--- src/rtl/vx_tcu_csr_bridge.sv ---
`default_nettype none
// +----------------------------------------------------------------------------+
// | Module      : vx_tcu_csr_bridge                                            |
// | Description : Round-robin bridge from NUM_TCU tensor-core request channels |
// |               onto the CSR file's read/write ports, with a tag pipeline    |
// |               returning read data to per-channel response registers.       |
// | Revision    : 1.0 - initial release                                        |
// +----------------------------------------------------------------------------+
module vx_tcu_csr_bridge #(
  parameter int NUM_TCU     = 4,
  parameter int DATA_WIDTH  = 32,
  parameter int ADDR_BITS   = 12,
  parameter int TAG_WIDTH   = 4,
  parameter int CSR_LATENCY = 1
) (
  input  logic                            clk,
  input  logic                            reset,
  input  logic [NUM_TCU-1:0]              req_valid,
  input  logic [NUM_TCU-1:0]              req_rw,
  input  logic [NUM_TCU*ADDR_BITS-1:0]    req_addr,
  input  logic [NUM_TCU*DATA_WIDTH-1:0]   req_wdata,
  input  logic [NUM_TCU*TAG_WIDTH-1:0]    req_tag,
  output logic [NUM_TCU-1:0]              req_ready,
  output logic [NUM_TCU-1:0]              rsp_valid,
  output logic [NUM_TCU*DATA_WIDTH-1:0]   rsp_data_a,
  output logic [NUM_TCU*DATA_WIDTH-1:0]   rsp_data_b,
  output logic [NUM_TCU*TAG_WIDTH-1:0]    rsp_tag,
  input  logic [NUM_TCU-1:0]              rsp_ready,
  output logic                            csr_read_enable,
  output logic [ADDR_BITS-1:0]            csr_read_addr,
  input  logic [DATA_WIDTH-1:0]           csr_read_data_a,
  input  logic [DATA_WIDTH-1:0]           csr_read_data_b,
  output logic                            csr_write_enable,
  output logic [ADDR_BITS-1:0]            csr_write_addr,
  output logic [DATA_WIDTH-1:0]           csr_write_data
);

  // A 1-bit pointer is kept even for a single channel; it simply never moves.
  localparam int c_ptr_w = (NUM_TCU > 1) ? $clog2(NUM_TCU) : 1;
  // One extra bit so rr + offset cannot overflow before the wrap correction.
  localparam int c_idx_w = c_ptr_w + 1;

  logic [c_ptr_w-1:0]    r_rr;
  logic [NUM_TCU-1:0]    r_busy;
  logic [NUM_TCU-1:0]    w_elig;
  logic [c_idx_w-1:0]    w_idx;
  logic                  w_grant_valid;
  logic [c_ptr_w-1:0]    w_grant_idx;
  logic                  w_grant_rw;
  logic                  w_rd_grant;
  logic                  w_wr_grant;
  logic [ADDR_BITS-1:0]  w_grant_addr;
  logic [DATA_WIDTH-1:0] w_grant_wdata;
  logic [TAG_WIDTH-1:0]  w_grant_tag;

  logic [CSR_LATENCY-1:0] r_pipe_vld;
  logic [c_ptr_w-1:0]     r_pipe_ch  [CSR_LATENCY];
  logic [TAG_WIDTH-1:0]   r_pipe_tag [CSR_LATENCY];
  logic                   w_exit_vld;
  logic [c_ptr_w-1:0]     w_exit_ch;
  logic [TAG_WIDTH-1:0]   w_exit_tag;

  // Writes never wait; a read waits until its channel's previous read has been consumed.
  assign w_elig = req_valid & (req_rw | ~r_busy);

  // Round-robin search starting at the pointer; the first eligible channel wins.
  always_comb begin
    w_idx         = '0;
    w_grant_valid = 1'b0;
    w_grant_idx   = '0;
    for (int i = 0; i < NUM_TCU; i++) begin
      w_idx = {1'b0, r_rr} + c_idx_w'(i);
      if (w_idx >= c_idx_w'(NUM_TCU)) begin
        w_idx = w_idx - c_idx_w'(NUM_TCU);
      end
      if (!w_grant_valid && w_elig[w_idx[c_ptr_w-1:0]]) begin
        w_grant_valid = 1'b1;
        w_grant_idx   = w_idx[c_ptr_w-1:0];
      end
    end
  end

  assign w_grant_rw    = req_rw[w_grant_idx];
  assign w_rd_grant    = w_grant_valid & ~w_grant_rw;
  assign w_wr_grant    = w_grant_valid &  w_grant_rw;
  assign w_grant_addr  = req_addr[w_grant_idx*ADDR_BITS +: ADDR_BITS];
  assign w_grant_wdata = req_wdata[w_grant_idx*DATA_WIDTH +: DATA_WIDTH];
  assign w_grant_tag   = req_tag[w_grant_idx*TAG_WIDTH +: TAG_WIDTH];
  assign req_ready     = w_grant_valid ? (NUM_TCU'(1) << w_grant_idx) : '0;

  assign w_exit_vld = r_pipe_vld[CSR_LATENCY-1];
  assign w_exit_ch  = r_pipe_ch[CSR_LATENCY-1];
  assign w_exit_tag = r_pipe_tag[CSR_LATENCY-1];

  // Issue the granted access to the CSR one cycle after the grant and advance the pointer.
  always_ff @(posedge clk or negedge reset) begin
    if (!reset) begin
      r_rr             <= '0;
      csr_read_enable  <= 1'b0;
      csr_read_addr    <= '0;
      csr_write_enable <= 1'b0;
      csr_write_addr   <= '0;
      csr_write_data   <= '0;
    end else begin
      csr_read_enable  <= w_rd_grant;
      csr_write_enable <= w_wr_grant;
      if (w_rd_grant) begin
        csr_read_addr <= w_grant_addr;
      end
      if (w_wr_grant) begin
        csr_write_addr <= w_grant_addr;
        csr_write_data <= w_grant_wdata;
      end
      if (w_grant_valid) begin
        if (w_grant_idx == c_ptr_w'(NUM_TCU - 1)) begin
          r_rr <= '0;
        end else begin
          r_rr <= w_grant_idx + 1'b1;
        end
      end
    end
  end

  // Carry {channel, tag} alongside the CSR read and land the data in that channel's slot.
  always_ff @(posedge clk or negedge reset) begin
    if (!reset) begin
      r_pipe_vld <= '0;
      for (int k = 0; k < CSR_LATENCY; k++) begin
        r_pipe_ch[k]  <= '0;
        r_pipe_tag[k] <= '0;
      end
      r_busy     <= '0;
      rsp_valid  <= '0;
      rsp_data_a <= '0;
      rsp_data_b <= '0;
      rsp_tag    <= '0;
    end else begin
      r_pipe_vld[0] <= w_rd_grant;
      r_pipe_ch[0]  <= w_grant_idx;
      r_pipe_tag[0] <= w_grant_tag;
      for (int k = 1; k < CSR_LATENCY; k++) begin
        r_pipe_vld[k] <= r_pipe_vld[k-1];
        r_pipe_ch[k]  <= r_pipe_ch[k-1];
        r_pipe_tag[k] <= r_pipe_tag[k-1];
      end
      for (int ch = 0; ch < NUM_TCU; ch++) begin
        // Busy spans the whole read: grant through response handshake.
        if (w_rd_grant && (w_grant_idx == c_ptr_w'(ch))) begin
          r_busy[ch] <= 1'b1;
        end else if (rsp_valid[ch] && rsp_ready[ch]) begin
          r_busy[ch] <= 1'b0;
        end
        // The slot is always free on capture since a channel has one read in flight at most.
        if (w_exit_vld && (w_exit_ch == c_ptr_w'(ch))) begin
          rsp_valid[ch]                           <= 1'b1;
          rsp_data_a[ch*DATA_WIDTH +: DATA_WIDTH] <= csr_read_data_a;
          rsp_data_b[ch*DATA_WIDTH +: DATA_WIDTH] <= csr_read_data_b;
          rsp_tag[ch*TAG_WIDTH +: TAG_WIDTH]      <= w_exit_tag;
        end else if (rsp_valid[ch] && rsp_ready[ch]) begin
          rsp_valid[ch] <= 1'b0;
        end
      end
    end
  end

endmodule
`default_nettype wire
--- config.mk ---
export PLATFORM = sky130hd
export DESIGN_NAME = vx_tcu_csr_bridge
export DESIGN_NICKNAME = d
export VERILOG_FILES = /design/src/rtl/vx_tcu_csr_bridge.sv
export SDC_FILE = /design/constraint.sdc
export NUM_CORES = 1
export LEC_CHECK = 0
export BUFFER_PORTS_ARGS = -buffer_cell sky130_fd_sc_hd__buf_2
export CORE_AREA = 2 2 238 240
export CTS_CLUSTER_DIAMETER = 120
export CTS_CLUSTER_SIZE = 24
export DETAILED_ROUTE_END_ITERATION = 12
export DIE_AREA = 0 0 240 242
export PLACE_DENSITY = 0.51
export SETUP_SLACK_MARGIN = 0.1
export SLEW_MARGIN = 15
export SYNTH_ARGS = -nofsm -noshare
export SYNTH_HDL_FRONTEND = slang
export SYNTH_SLANG_ARGS = --single-unit
--- constraint.sdc ---
create_clock -name clk -period 3.02 [get_ports clk]
set_input_delay 0.151 -clock clk [delete_from_list [all_inputs] [get_ports clk]]
set_output_delay 0.151 -clock clk [all_outputs]
set_load 0.005 [all_outputs]
==> impl_metrics.tcl <==
set metrics [dict create \
    path_class "reg2out" \
    slowest_stage "or4b_1" \
    setup_viol 0 \
    fp.dieArea_sq_um 58100 \
    syn_area_per_cell_sq_um 13.9 \
    yosysMostFrequentCell "dfrtp_1" \
    r2r_start "r_rr[1]$_DFFE_PN0P_" \
    n_fill_cell 5608 \
    synth.distinct_cells 42 \
    whs_path_depth 4 \
    die_x_microns 240 \
    dp_hpwl_mm 34.6 \
    clk_latency_ns 0.54 \
    cp-end-kind "output port" \
    netlist_area_sq_um 14700 \
    yosys.area_share.simple_pct 5.05 \
    fmax_mhz 357 \
    period_share_pct 92.7 \
    rr_worst_depth 8 \
    placementRows 87 \
    maxCapViolations 0 \
    cts.reportedPaths.clkPinSlew_ns 0.10 \
    synth_top_family_by_area "multiplexers" \
    vias_per_cell 4.55 \
    layout-drive-gt1-share_pct 57.4 \
    grt_max_degree 89 \
    ir_drop_uv 441 \
    crit_chain "nor2b_1 -> or4b_1 -> o311a_2 -> and2_4 -> buf_8 -> ha_1 -> and2_1 -> buf_2" \
    cts_buffers 18 \
    fin_skew_ns 0.0262 \
    grt_pass1_vias 11800 \
    grt_pass1_wl_mm 71.8 \
    cts_tree "built" \
    power_density_nw_per_um2 1060 \
    synthXorXnorAreaFrac_pct 0 \
    synthCells 1055 \
    root_buffer "clkbuf_16" \
    fin_setup_tns_ns 0 \
    antenna_found_initial 11 \
    arrival_ns 2.65 \
    fin_util_pct 35.7 \
    drc 0 \
    routed_wl_mm 48.1 \
    post_cts_buffers 0 \
    avgRoutedWirePerCell_microns 19.4 \
    io_buffers 607 \
    required_ns 2.87 \
    core_sq_um 55700 \
    hold_viol 0 \
    rrSetupSlack_ns 0.40 \
    ys.flop_type "dfrtp_1" \
    final_antenna_net_count 0 \
    relSlewSlack_pct 50.5 \
    r2r-end "csr_write_data[1]$_DFFE_PN0P_" \
    critPathMaxStageDelay_ns 0.48 \
    io_pins 608 \
    grt_overflow 0 \
    cp.buffers_inverters 2 \
    p_leak_nw 9.46 \
    synth_common_cells "dfrtp_1 (346), mux2_2 (283), nand2_1 (156), a32oi_1 (45), a22oi_1 (44)" \
    cts.sinks 346 \
    async_flop_share_pct 100 \
    worstHoldPathType "in2reg" \
    seq_area_frac_synth_pct 59.0 \
    min_to "csr_write_data[19]$_DFFE_PN0P_" \
    worst-path-max-fanout 53 \
    synth_edf_count 0 \
    path_delay_family "simple AND/OR/NAND/NOR gates" \
    drt-pass1-iter-count 5 \
    multi_input_area_sq_um 5630 \
    clk_path_buf_depth 3 \
    dp_cells 2370 \
    gp_congestion 0.897 \
    ys_warn_count 0 \
    syn_to_final_growth_pct 35.6 \
    regArea_sq_um 8660 \
    vias 11200 \
    synth_area_leaders "dfrtp_1 (59%), mux2_2 (22%), mux2_4 (4.0%)" \
    nNetsFinal 1986 \
    grtUsageTotal_pct 15.9 \
    finalCriticalPeriod_ns 2.80 \
    yosysTopAreaCellShare_pct 59.0 \
    hp-start "req_wdata[19]" \
    dr.first_iter.drc_count 497 \
    die_y_microns 242 \
    synth_seq_cells 346 \
    synthesis.nets 1329 \
    start_util_pct 26.3 \
    synth-compound-area-share_pct 6.24 \
    yosys-mux-area-fraction_pct 26.5 \
    cp-start-kind "flop" \
    final_cells 2471 \
    finalMaxSlewViolations 0 \
    rsz0062_at_grt "no" \
    htreeDepth 1 \
    cp.depth 8 \
    synthAdderAreaFrac_pct 0.341 \
    worstMarginPinSlew_ns 0.742 \
    yosys.area.top_type "dfrtp_1" \
    status "finished clean" \
]
[logic make-up (layout without fill, tap and decap cells)]
logic type / count (synthesis) / in the layout
and+or+nand+nor: 180 / 180
other: 0 / 3
AOI/OAI and AO/OA: 112 / 112
buffers and inverters: 80 / 737
DFF: 346 / 346
adders and majority gates: 4 / 4
muxes: 333 / 333
[where the power goes]
group | switching, W | total, W | leakage [nW] | internal [W]
clock | 0.00152 | 0.00266 | 0.241 | 0.00114
sequential | 0.00122 | 0.00829 | 4.05 | 0.00706
combinational | 0.00471 | 0.0102 | 5.17 | 0.00547
[sequential cells by signal, summed over array words and instances, names as in the netlist, 2 cells and up]
| name | flops |
|---|---|
| csr_read_addr | 12 |
| r_pipe_tag | 4 |
| csr_write_addr | 12 |
| r_rr | 2 |
| rsp_tag | 16 |
| rsp_data_b | 128 |
| r_busy | 4 |
| csr_write_data | 32 |
| rsp_data_a | 128 |
| r_pipe_ch | 2 |
| rsp_valid | 4 |
[layer usage]
layer / GRT usage [%] / part of all wire [%]
met5: 0 / 0.19
met2: 27.7 / 49
met3: 4.01 / 7.6
met4: 5.52 / 3.4
met1: 18.9 / 40
[worst max-delay path by stage]
stage                                     start                            end  slack [ns]
after floorplan           r_busy[2]$_DFFE_PN0P_          r_busy[3]$_DFFE_PN0P_        0.66
after global placement    r_busy[3]$_DFFE_PN0P_  csr_read_addr[11]$_DFFE_PN0N_        0.38
after detailed placement    r_rr[1]$_DFFE_PN0P_  csr_write_data[1]$_DFFE_PN0P_        0.38
after CTS                 r_busy[2]$_DFFE_PN0P_                   req_ready[3]        0.15
after global routing      r_busy[2]$_DFFE_PN0P_                   req_ready[3]        0.11
final                     r_busy[2]$_DFFE_PN0P_                   req_ready[3]        0.22
[worst reg2reg max path, delay by kind of cell (launching register included)]
| kind | cells | cell delay, ns |
|---|---|---|
| buf+inv | 2 | 0.48 |
| compound gates | 3 | 0.73 |
| mux | 2 | 0.69 |
| simple gates | 1 | 0.18 |
| flops | 1 | 0.46 |
[final cells by class]
type	instances	share of cell area, %
Sequential cell	346	43.5
Clock inverter	1	0.0818
Clock buffer	19	2.39
Multi-Input combinational cell	629	28.3
Timing Repair Buffer	707	20.7
Inverter	10	0.220
Antenna cell	3	0.0377
Tap cell	756	4.75
[layout by cell type (no fill, tap or decap), types with 11 or more instances in the layout]
cell	n
buf_2	606
dfrtp_1	346
a22oi_1	44
buf_4	11
nand2_1	155
clkbuf_16	19
mux2_4	39
a32oi_1	45
mux2_2	283
dlygate4sd3_1	78
[stage by stage]
stage                     total power (W)  setup slack (ns)  instance area, sq um  hold slack [ns]
after floorplan                    0.0141             0.657                 14700           -0.145
after global placement             0.0183             0.379                 18600            0.190
after detailed placement           0.0186             0.377                 18600            0.195
after CTS                          0.0215             0.154                 19900          0.00697
after global routing               0.0226             0.108                 19900           0.0275
final                              0.0211             0.221                 19900           0.0505
[what timing repair did]
| action | CTS | global route |
|---|---|---|
| hold buffers | 78 | 0 |
| endpoints found under the setup margin | 2 | 3 |
| hold endpoints to repair | 338 | 0 |
| resized for setup | 1 | 3 |
No activity file was read; power rests on OpenSTA's default activity.
